File: src/rtl/toggle_activity_monitor.sv
// Toggle activity monitor: counts transitions on four sub-circuit inputs and one output
// over a programmable window, then holds the per-net counts until the report is accepted.
module toggle_activity_monitor #(
    parameter int CNT_W = 16,
    parameter int NNET  = 5,
    // A window may be made wider than a counter so that saturation is actually reachable.
    parameter int WIN_W = CNT_W
) (
    input  logic                   clk,
    input  logic                   rst,
    input  logic                   start,
    input  logic [WIN_W-1:0]       win_len,
    input  logic                   n_1,
    input  logic                   n_2,
    input  logic                   n_3,
    input  logic                   n_4,
    input  logic                   n_8,
    output logic                   busy,
    output logic                   rpt_valid,
    input  logic                   rpt_ready,
    output logic [NNET*CNT_W-1:0]  tgl_cnt,
    output logic [NNET-1:0]        ovf
);

    typedef enum logic [1:0] {
        IDLE   = 2'd0,
        PRIME  = 2'd1,
        COUNT  = 2'd2,
        REPORT = 2'd3
    } state_e;

    localparam logic [CNT_W-1:0] CNT_MAX = '1;

    state_e             state_q;
    logic [WIN_W-1:0]   win_q;
    logic [WIN_W-1:0]   cyc_q;
    logic [WIN_W-1:0]   cyc_nxt;
    logic [NNET-1:0]    prev_q;
    logic [NNET-1:0]    cur;
    logic [CNT_W-1:0]   cnt_q [NNET];
    logic [CNT_W-1:0]   cnt_d [NNET];
    logic [NNET-1:0]    ovf_q;
    logic [NNET-1:0]    ovf_d;
    logic               busy_q;
    logic               valid_q;

    // Slice k of every per-net vector: k=0..3 are n_1..n_4, k=4 is n_8.
    assign cur     = NNET'({n_8, n_4, n_3, n_2, n_1});
    assign cyc_nxt = cyc_q + WIN_W'(1);

    // Next counter values for one COUNT cycle: saturate and flag instead of wrapping.
    always_comb begin
        for (int k = 0; k < NNET; k++) begin
            // NOTE: every combinational output gets a default first, so no path leaves it unassigned (no latch).
            cnt_d[k] = cnt_q[k];
            ovf_d[k] = ovf_q[k];
            if (cur[k] != prev_q[k]) begin
                if (cnt_q[k] == CNT_MAX) begin
                    ovf_d[k] = 1'b1;
                end else begin
                    cnt_d[k] = cnt_q[k] + CNT_W'(1);
                end
            end
        end
    end

    always_ff @(posedge clk or posedge rst) begin
        if (rst) begin
            // NOTE: the counter array is a handful of flops, not a RAM, so resetting it is cheap and keeps the report clean.
            state_q <= IDLE;
            win_q   <= '0;
            cyc_q   <= '0;
            prev_q  <= '0;
            cnt_q   <= '{default: '0};
            ovf_q   <= '0;
            busy_q  <= 1'b0;
            valid_q <= 1'b0;
        end else begin
            // NOTE: non-blocking assignments here so every register sees the pre-edge values of the others.
            case (state_q)
                IDLE: begin
                    if (start) begin
                        cnt_q  <= '{default: '0};
                        ovf_q  <= '0;
                        cyc_q  <= '0;
                        busy_q <= 1'b1;
                        if (win_len != '0) begin
                            win_q   <= win_len;
                            state_q <= PRIME;
                        end else begin
                            state_q <= REPORT;
                            valid_q <= 1'b1;
                        end
                    end
                end
                PRIME: begin
                    prev_q  <= cur;
                    state_q <= COUNT;
                end
                COUNT: begin
                    prev_q <= cur;
                    cnt_q  <= cnt_d;
                    ovf_q  <= ovf_d;
                    cyc_q  <= cyc_nxt;
                    if (cyc_nxt == win_q) begin
                        state_q <= REPORT;
                        valid_q <= 1'b1;
                    end
                end
                REPORT: begin
                    if (rpt_ready) begin
                        state_q <= IDLE;
                        valid_q <= 1'b0;
                        busy_q  <= 1'b0;
                    end
                end
                default: begin
                    state_q <= IDLE;
                    valid_q <= 1'b0;
                    busy_q  <= 1'b0;
                end
            endcase
        end
    end

    assign busy      = busy_q;
    assign rpt_valid = valid_q;
    assign ovf       = ovf_q;

    for (genvar k = 0; k < NNET; k++) begin : g_pack
        assign tgl_cnt[k*CNT_W +: CNT_W] = cnt_q[k];
    end

endmodule

File: config.mk
export PLATFORM = sky130hd
export DESIGN_NAME = toggle_activity_monitor
export DESIGN_NICKNAME = d
export VERILOG_FILES = /design/src/rtl/toggle_activity_monitor.sv
export SDC_FILE = /design/constraint.sdc
export NUM_CORES = 1
export LEC_CHECK = 0
export CAP_MARGIN = 25
export CORE_AREA = 2 2 113 115
export CTS_BUF_LIST = sky130_fd_sc_hd__clkbuf_2 sky130_fd_sc_hd__clkbuf_4 sky130_fd_sc_hd__clkbuf_8
export CTS_CLUSTER_DIAMETER = 100
export DETAILED_ROUTE_END_ITERATION = 10
export DIE_AREA = 0 0 115 117
export GPL_TIMING_DRIVEN = 1
export PLACE_DENSITY = 0.82
export SETUP_SLACK_MARGIN = 0.02
export SLEW_MARGIN = 5
export SYNTH_ARGS = -nofsm -noshare
export SYNTH_HDL_FRONTEND = slang
export SYNTH_SLANG_ARGS = --single-unit
File: constraint.sdc
create_clock -name clk -period 5.4 [get_ports clk]
set_clock_uncertainty 0.2 [all_clocks]
set_input_delay 1.35 -clock clk [delete_from_list [all_inputs] [get_ports clk]]
set_output_delay 1.35 -clock clk [all_outputs]
set_load 0.01 [all_outputs]
==> results of run 1 <==
[layout make-up]
type | instances | share of cell area
multi-input combinational | 536 | 0.4054
clock inverter | 12 | 0.01622
inverter | 19 | 0.008777
tap | 150 | 0.02231
sequential | 126 | 0.3749
clock buffer | 20 | 0.03198
timing repair buffer | 116 | 0.1404
[routing by layer]
layer	global-route usage	share of wire	up-vias	wire length (um)
met5	0	0	-	0
met4	0.08835	0.019	0	309
met3	0.07158	0.055	27	911
met2	0.4424	0.50	160	8308
met1	0.3278	0.42	2815	6936
li1	-	-	2723	-
[registers in the layout (all words and copies together) (netlist names)]
name	flops
prev_q	5
ovf	5
rpt_valid	1
busy	1
state_q	2
cyc_q	16
win_q	16
tgl_cnt	80
[final timing paths]
check,startpoint,end,cells after the start
max,start,tgl_cnt[23],7
min,win_q[4],win_q[4],1
max reg2reg,state_q[0],tgl_cnt[23],8
min reg2reg,win_q[4],win_q[4],1
max in group asynchronous,rst,cyc_q[15],4
min in group asynchronous,rst,tgl_cnt[19],2
[power by group through the flow]
stage | registers (W) | logic [W] | clock network, W
4_1_cts | 0.00127 | 0.00109 | 0.000845
2_1_floorplan | 0.00125 | 0.000753 | 0
3_3_place_gp | 0.00128 | 0.00104 | 0
6_report | 0.00127 | 0.00109 | 0.000829
5_1_grt | 0.00129 | 0.00121 | 0.000892
3_5_place_dp | 0.00129 | 0.00108 | 0
[synthesized netlist by cell type (3+ instances only)]
| master | n |
|---|---|
| dfrtp_1 | 126 |
| nor2_1 | 96 |
| nand2_1 | 59 |
| xor2_1 | 41 |
| o21ai_0 | 38 |
| xnor2_1 | 37 |
| nand4_1 | 33 |
| a21oi_1 | 29 |
| nand3_1 | 29 |
| mux2_2 | 24 |
| nor3_1 | 21 |
| clkbuf_1 | 19 |
| inv_1 | 19 |
| or3_1 | 17 |
| and4_1 | 12 |
| and3_1 | 11 |
| ha_1 | 9 |
| buf_2 | 8 |
| nor4_1 | 8 |
| and2_1 | 7 |
| a22o_1 | 6 |
| nor2b_1 | 6 |
| a31oi_1 | 5 |
| mux2i_1 | 4 |
| o31ai_1 | 4 |
| a211oi_1 | 3 |
| nand2b_1 | 3 |
[per-stage QoR]
stage	cells	hold WS (ns)	util
floorplan	711	0.2995	-
global placement	946	0.2964	0.6480
detailed placement	946	0.3017	0.6480
CTS	978	0.3340	0.6809
global route	979	0.3450	0.6831
finish	979	0.3323	0.6831
[critical path: stages]
cell             delay (ns)
clkdlybuf4s50_1        0.62
nand2_1                0.26
o21ai_1                0.21
o311a_1                0.34
nand4_1                0.35
or3_1                  0.43
a21oi_1                0.17
[cell families (layout without fill, tap and decap cells)]
| logic type | Yosys count | after routing | synth area share |
|---|---|---|---|
| flip-flops | 126 | 126 | 0.4667 |
| buffers and inverters | 49 | 167 | 0.02981 |
| AND/OR/NAND/NOR | 314 | 314 | 0.2398 |
| AO/OA/AOI/OAI | 107 | 107 | 0.1000 |
| multiplexers | 28 | 28 | 0.04593 |
| XOR/XNOR | 78 | 78 | 0.1011 |
| adder cells (fa/ha/maj) | 9 | 9 | 0.01667 |
==> impl_metrics.yaml, run 1 <==
min_path:
  hp-class: "flip-flop to flip-flop"
sta:
  period_share: 0.6597
  max_slew_margin: 0.4634
  layout_min_cycle_time_ns: 3.563
  finalHoldViolations: 0
  rsz0062_at_grt: "false"
  tns_ns: 0
  worst_pin_slew_ns: 0.8049
  clock.fmax_ghz: 0.2807
  slew_violations: 0
  setup_violations: 0
  fin_ws_ns: 1.837
yosys:
  ys.warnings.count: 0
  ys_types: 60
  async_reset_ff_frac: 1.000
  synth_area_leaders: "dfrtp_1 (47%), nor2_1 (5.3%), xor2_1 (5.3%)"
  synth.largest_area_cell: "dfrtp_1"
  synth-seq-area-share: 0.4667
  synth_ff_type: "dfrtp_1"
  synth-edff-count: 0
  synthCells: 711
  yosys_register_bits: 126
  syn-num-nets: 745
  synth.avg_cell_area_sq_um: 9.503
  syn-cell-area_sq_um: 6756
  synth_top_area_share: 0.4667
floorplanning:
  initial_core_util: 0.5488
  ios: 112
  core_area_sq_um: 12310
  die_area_sq_um: 13460
  die_y_um: 117
  die_x_um: 115
  num_rows: 41
job:
  cap_violations: 0
routing:
  drc: 0
  antenna_left: 0
  viasPerCell: 5.848
  drtPass1Iterations: 7
  wirelength_um: 16470
  drt-wirelength-per-cell_um: 16.82
  drt_first_iter_violations: 426
  via_count: 5725
layout:
  layout_commonest_cell: "dfrtp_1"
  nNetsFinal: 850
  multi_input_area_sq_um: 3410
  seqCellArea_sq_um: 3153
  area_delta_synth_final_pct: 24.48
  diodes: 0
  layout-drive-gt1-share: 0.09168
  fill_cells: 998
  design_area_sq_um: 8411
  final_cell_mix: "dfrtp_1 (126), clkdlybuf4s50_1 (111), nor2_1 (95)"
clock_network:
  worstSkewPairLatency_ns: 0.46
  root_buffer: "clkbuf_8"
  cts_buffer_depth: 2
  cts_buffers: 17
  postCtsSetupBuffers: 0
  htree_levels: 4
  hold_buffers: 0
  clk_pin_slew_ns: 0.07
  cts.sinks: 126
  post_cts_resized: 0
  tritoncts: "done"
worst_setup_path:
  worstSetupPathType: "input pin to flip-flop"
  critical_path_arrival_ns: 3.73
  end_kind: "flip-flop"
  crit_path_max_fanout: 9
  worstPathRequired_ns: 5.57
  cp-start-kind: "input pin"
  reg2reg_slack_ns: 2.11
power:
  pwr-share-clk: 0.260
  power_w: 0.003192
  seqPwrFrac: 0.399
  p_int_w: 0.002024
  leakage_nw: 3.488
  ir_drop_v: 0.0002252
  p_per_area_nw_per_um2: 379.5
  power.share.switching: 0.3659
  p_sw_w: 0.001168
  comb_power_share: 0.341
outcome:
  status: "finished, final reports clean"
global_routing:
  grt_max_degree: 80
  antenna_found_initial: 0
  grt_use_total: 0.2618
  grt-ovfl-total: 0
  grt_pass1_vias: 5741
  grt_pass1_wl_um: 27660
placement:
  place.gp.congestion: 0.9036
  placed_area_sq_um: 7978
  hpwlAfterDp_um: 11690
  dp_worst_setup_slack_ns: 1.388
  portBuffers: 111
(Power assumes the default switching activity.)
==> inputs of run 2 (changes only) <==
clock period = 3.75 ns   (was 5.4 ns; I/O delays follow)
==> impl_metrics.yaml, run 2 (synthesized netlist as in run 1, its figures left out) <==
outcome:
  status: "finished, final reports clean"
placement:
  dp_worst_setup_slack_ns: 0.3128
  hpwlAfterDp_um: 11880
  place.gp.congestion: 0.9304
  placed_area_sq_um: 8056
  portBuffers: 111
sta:
  clock.fmax_ghz: 0.3378
  layout_min_cycle_time_ns: 2.960
  rsz0062_at_grt: "false"
  worst_pin_slew_ns: 0.7655
  finalHoldViolations: 0
  tns_ns: 0
  period_share: 0.7894
  max_slew_margin: 0.4850
  fin_ws_ns: 0.7896
  setup_violations: 0
  slew_violations: 0
routing:
  viasPerCell: 5.875
  via_count: 5787
  drc: 0
  drt_first_iter_violations: 569
  drt-wirelength-per-cell_um: 16.85
  antenna_left: 0
  drtPass1Iterations: 5
  wirelength_um: 16590
worst_setup_path:
  worstSetupPathType: "input pin to flip-flop"
  critPathSlowestCell: "nor4_1"
  crit_path_max_incr_delay_ns: 0.56
  cp-start-kind: "input pin"
  path_depth: 6
  crit_path_max_fanout: 16
  reg2reg_slack_ns: 0.84
  reg2reg_depth: 7
  end_kind: "flip-flop"
  critical_path.top_delay_family: "simple AND/OR/NAND/NOR gates"
  crit_chain: "clkdlybuf4s50_1 > nor4_1 > a41oi_1 > nand2_1 > buf_4 > mux2_2"
  critical_path_arrival_ns: 3.09
  path_buf_inv: 2
  worstPathRequired_ns: 3.88
clock_network:
  hold_buffers: 0
  worstSkewPairLatency_ns: 0.46
  cts_buffer_depth: 2
  postCtsSetupBuffers: 0
  clk_pin_slew_ns: 0.07
  post_cts_resized: 0
  tritoncts: "done"
  htree_levels: 4
  cts_buffers: 17
  cts.sinks: 126
  root_buffer: "clkbuf_8"
layout:
  area_delta_synth_final_pct: 25.65
  nNetsFinal: 856
  design_area_sq_um: 8489
  layout-drive-gt1-share: 0.09820
  diodes: 0
  fill_cells: 990
  final_cell_mix: "dfrtp_1 (126), clkdlybuf4s50_1 (111), nor2_1 (95)"
  largest_register_ffs: 80
  layout_commonest_cell: "dfrtp_1"
global_routing:
  grt-ovfl-total: 0
  antenna_found_initial: 0
  grt_max_degree: 53
  grt_use_total: 0.2582
  grt_pass1_vias: 5565
  grt_pass1_wl_um: 27280
power:
  p_per_area_nw_per_um2: 558.3
  leakage_nw: 3.525
  ir_drop_v: 0.0002646
min_path:
  whs_path_depth: 1
  hp-class: "flip-flop to flip-flop"
floorplanning:
  core_area_sq_um: 12310
  initial_core_util: 0.5488
  die_x_um: 115
  die_area_sq_um: 13460
  die_y_um: 117
  num_rows: 41
  ios: 112
job:
  cap_violations: 0
-- run 2: worst paths after layout --
kind / startpoint / to
setup / recovery: win_len[12] / win_q[11]
hold / removal: win_q[6] / win_q[6]
setup reg to reg: cyc_q[5] / rpt_valid
hold reg to reg: win_q[6] / win_q[6]
max in group asynchronous: rst / tgl_cnt[76]
min in group asynchronous: rst / tgl_cnt[17]
-- run 2: stage by stage --
stage	hold WS [ns]	util	std cells	power, W
after floorplan	0.2995	-	711	0.002892
after global placement	0.3088	0.6544	953	0.003395
after detailed placement	0.3167	0.6544	953	0.003460
after CTS	0.3334	0.6895	985	0.004748
after global routing	0.3446	0.6895	985	0.005012
final	0.3273	0.6895	985	0.004739
-- run 2: worst register-to-register path: stages, from the launching register on --
cell	delay, ns
dfrtp_1	0.62
nand4_4	0.21
nor3_2	0.33
mux2_2	0.38
nor4_1	0.41
nand4_2	0.21
a2111oi_2	0.33
o21bai_1	0.16
-- run 2: metal layers --
layer | global-route usage | vias to the layer above | part of all wire
met2 | 0.4200 | 192 | 0.50
met3 | 0.06128 | 35 | 0.052
met5 | 0 | - | 0
met1 | 0.3377 | 2828 | 0.43
li1 | - | 2732 | -
met4 | 0.1012 | 0 | 0.020
-- run 2: cell type report --
type | count | area [sq um] | area share
inverter | 19 | 75.07 | 0.008843
clock inverter | 12 | 157.7 | 0.01857
timing repair buffer | 122 | 1231 | 0.1450
sequential | 126 | 3153 | 0.3714
tap | 150 | 187.7 | 0.02211
multi-input combinational | 536 | 3410 | 0.4016
clock buffer | 20 | 275.3 | 0.03242
-- run 2: power breakdown --
part	switching, W	leakage [nW]	internal [W]	total [W]
clock	0.000571	0.212	0.000713	0.00128
combinational	0.000885	1.62	0.000735	0.00162
sequential	0.000253	1.69	0.00158	0.00183
==> inputs of run 3 (changes only) <==
clock period = 3.11 ns   (was 3.75 ns; I/O delays follow)
==> impl_metrics.yaml, run 3 (synthesized netlist as in run 1, its figures left out) <==
outcome:
  status: "finished, final reports clean"
worst_setup_path:
  crit_path_max_fanout: 10
  reg2reg_depth: 7
  critPathSlowestCell: "dfrtp_1"
  worstPathRequired_ns: 3.29
  cp-start-kind: "flip-flop"
  reg2reg_from: "cyc_q[2]"
  critical_path_arrival_ns: 3.10
  crit_chain: "nand3_2 > nor3_2 > mux2_2 > nor4_1 > nand4_2 > a2111oi_2 > o21bai_1"
  reg2reg_slack_ns: 0.19
  end_kind: "flip-flop"
  reg2reg_to: "rpt_valid"
  crit_path_max_incr_delay_ns: 0.52
  worstSetupPathType: "flip-flop to flip-flop"
layout:
  nNetsFinal: 868
  layout_commonest_cell: "dfrtp_1"
  final_cell_mix: "dfrtp_1 (126), clkdlybuf4s50_1 (111), nor2_1 (95)"
  diodes: 0
  area_delta_synth_final_pct: 27.22
  largest_register_ffs: 80
  layout-drive-gt1-share: 0.1099
clock_network:
  clk_pin_slew_ns: 0.07
  postCtsSetupBuffers: 0
  htree_levels: 4
  cts_buffer_depth: 2
  worstSkewPairLatency_ns: 0.45
  hold_buffers: 0
  tritoncts: "done"
  post_cts_resized: 0
  cts.sinks: 126
  cts_buffers: 17
  root_buffer: "clkbuf_8"
power:
  p_per_area_nw_per_um2: 672.0
  leakage_nw: 3.606
  ir_drop_v: 0.0003753
global_routing:
  grt-ovfl-total: 0
  grt_pass1_wl_um: 28040
  grt_pass1_vias: 5712
  antenna_found_initial: 0
  grt_use_total: 0.2643
  grt_max_degree: 45
placement:
  portBuffers: 111
  hpwlAfterDp_um: 12320
  place.gp.congestion: 0.8886
floorplanning:
  core_area_sq_um: 12310
  die_y_um: 117
  num_rows: 41
  die_area_sq_um: 13460
  die_x_um: 115
  ios: 112
  initial_core_util: 0.5488
sta:
  setup_violations: 0
  worst_pin_slew_ns: 0.7521
  tns_ns: 0
  layout_min_cycle_time_ns: 2.920
  whs_ns: 0.3224
  max_slew_margin: 0.4940
  rsz0062_at_grt: "false"
  slew_violations: 0
  finalHoldViolations: 0
  clock.fmax_ghz: 0.3424
  period_share: 0.9391
routing:
  drt_first_iter_violations: 429
  via_count: 5819
  viasPerCell: 5.842
  wirelength_um: 16950
  drc: 0
  antenna_left: 0
  drtPass1Iterations: 4
  drt-wirelength-per-cell_um: 17.01
min_path:
  min_from: "busy"
  hp-class: "flip-flop to flip-flop"
  whs_endpoint: "busy"
  whs_path_depth: 2
job:
  cap_violations: 0
run 3: stage by stage:
step | setup WS (ns) | util | total power [W] | instance area (sq um) | std cells
floorplan | 0.5792 | - | 0.003488 | 6760 | 711
global placement | 0.07756 | 0.6647 | 0.004210 | 8184 | 965
detailed placement | -0.09166 | 0.6647 | 0.004300 | 8184 | 965
CTS | 0.2491 | 0.6982 | 0.005795 | 8596 | 996
global route | 0.06917 | 0.6982 | 0.006122 | 8596 | 996
finish | 0.1895 | 0.6982 | 0.005776 | 8596 | 996
run 3: cell type report:
type                    instances  area [sq um]
clock buffers                  26         332.8
clock inverters                 5         78.83
fillers                       958          3716
inverters                      19         75.07
multi-input cells             536          3410
flip-flops and latches        126          3153
well taps                     150         187.7
repair buffers                134          1359
run 3: routing by layer:
layer  part of all wire  track usage  up-vias  routed length (um)
li1                   -            -     2761                   -
met5                  0            0        -                   0
met2               0.51       0.4427      159                8621
met1               0.43       0.3425     2873                7222
met4              0.020       0.1012        0                 342
met3              0.045      0.05252       26                 760
run 3: worst max path at each step:
stage | startpoint | end | slack [ns] | depth (start not counted)
global placement | start | tgl_cnt[69] | 0.08 | 7
detailed placement | start | tgl_cnt[75] | -0.09 | 8
CTS | cyc_q[2] | rpt_valid | 0.25 | 7
global route | cyc_q[2] | rpt_valid | 0.07 | 7
finish | cyc_q[2] | rpt_valid | 0.19 | 7
floorplan | rst | busy | 0.58 | 1
run 3: worst max-delay path: cells and delay by family (launching register included):
kind	cells	cell delay, ns
compound gates	2	0.45
mux	1	0.37
flops	1	0.52
simple gates	4	1.31
run 3: power breakdown:
group / switching, W / total [W] / internal, W
Sequential: 0.000302 / 0.00221 / 0.00191
Clock: 0.000627 / 0.00148 / 0.000850
Combinational: 0.00111 / 0.00209 / 0.000979
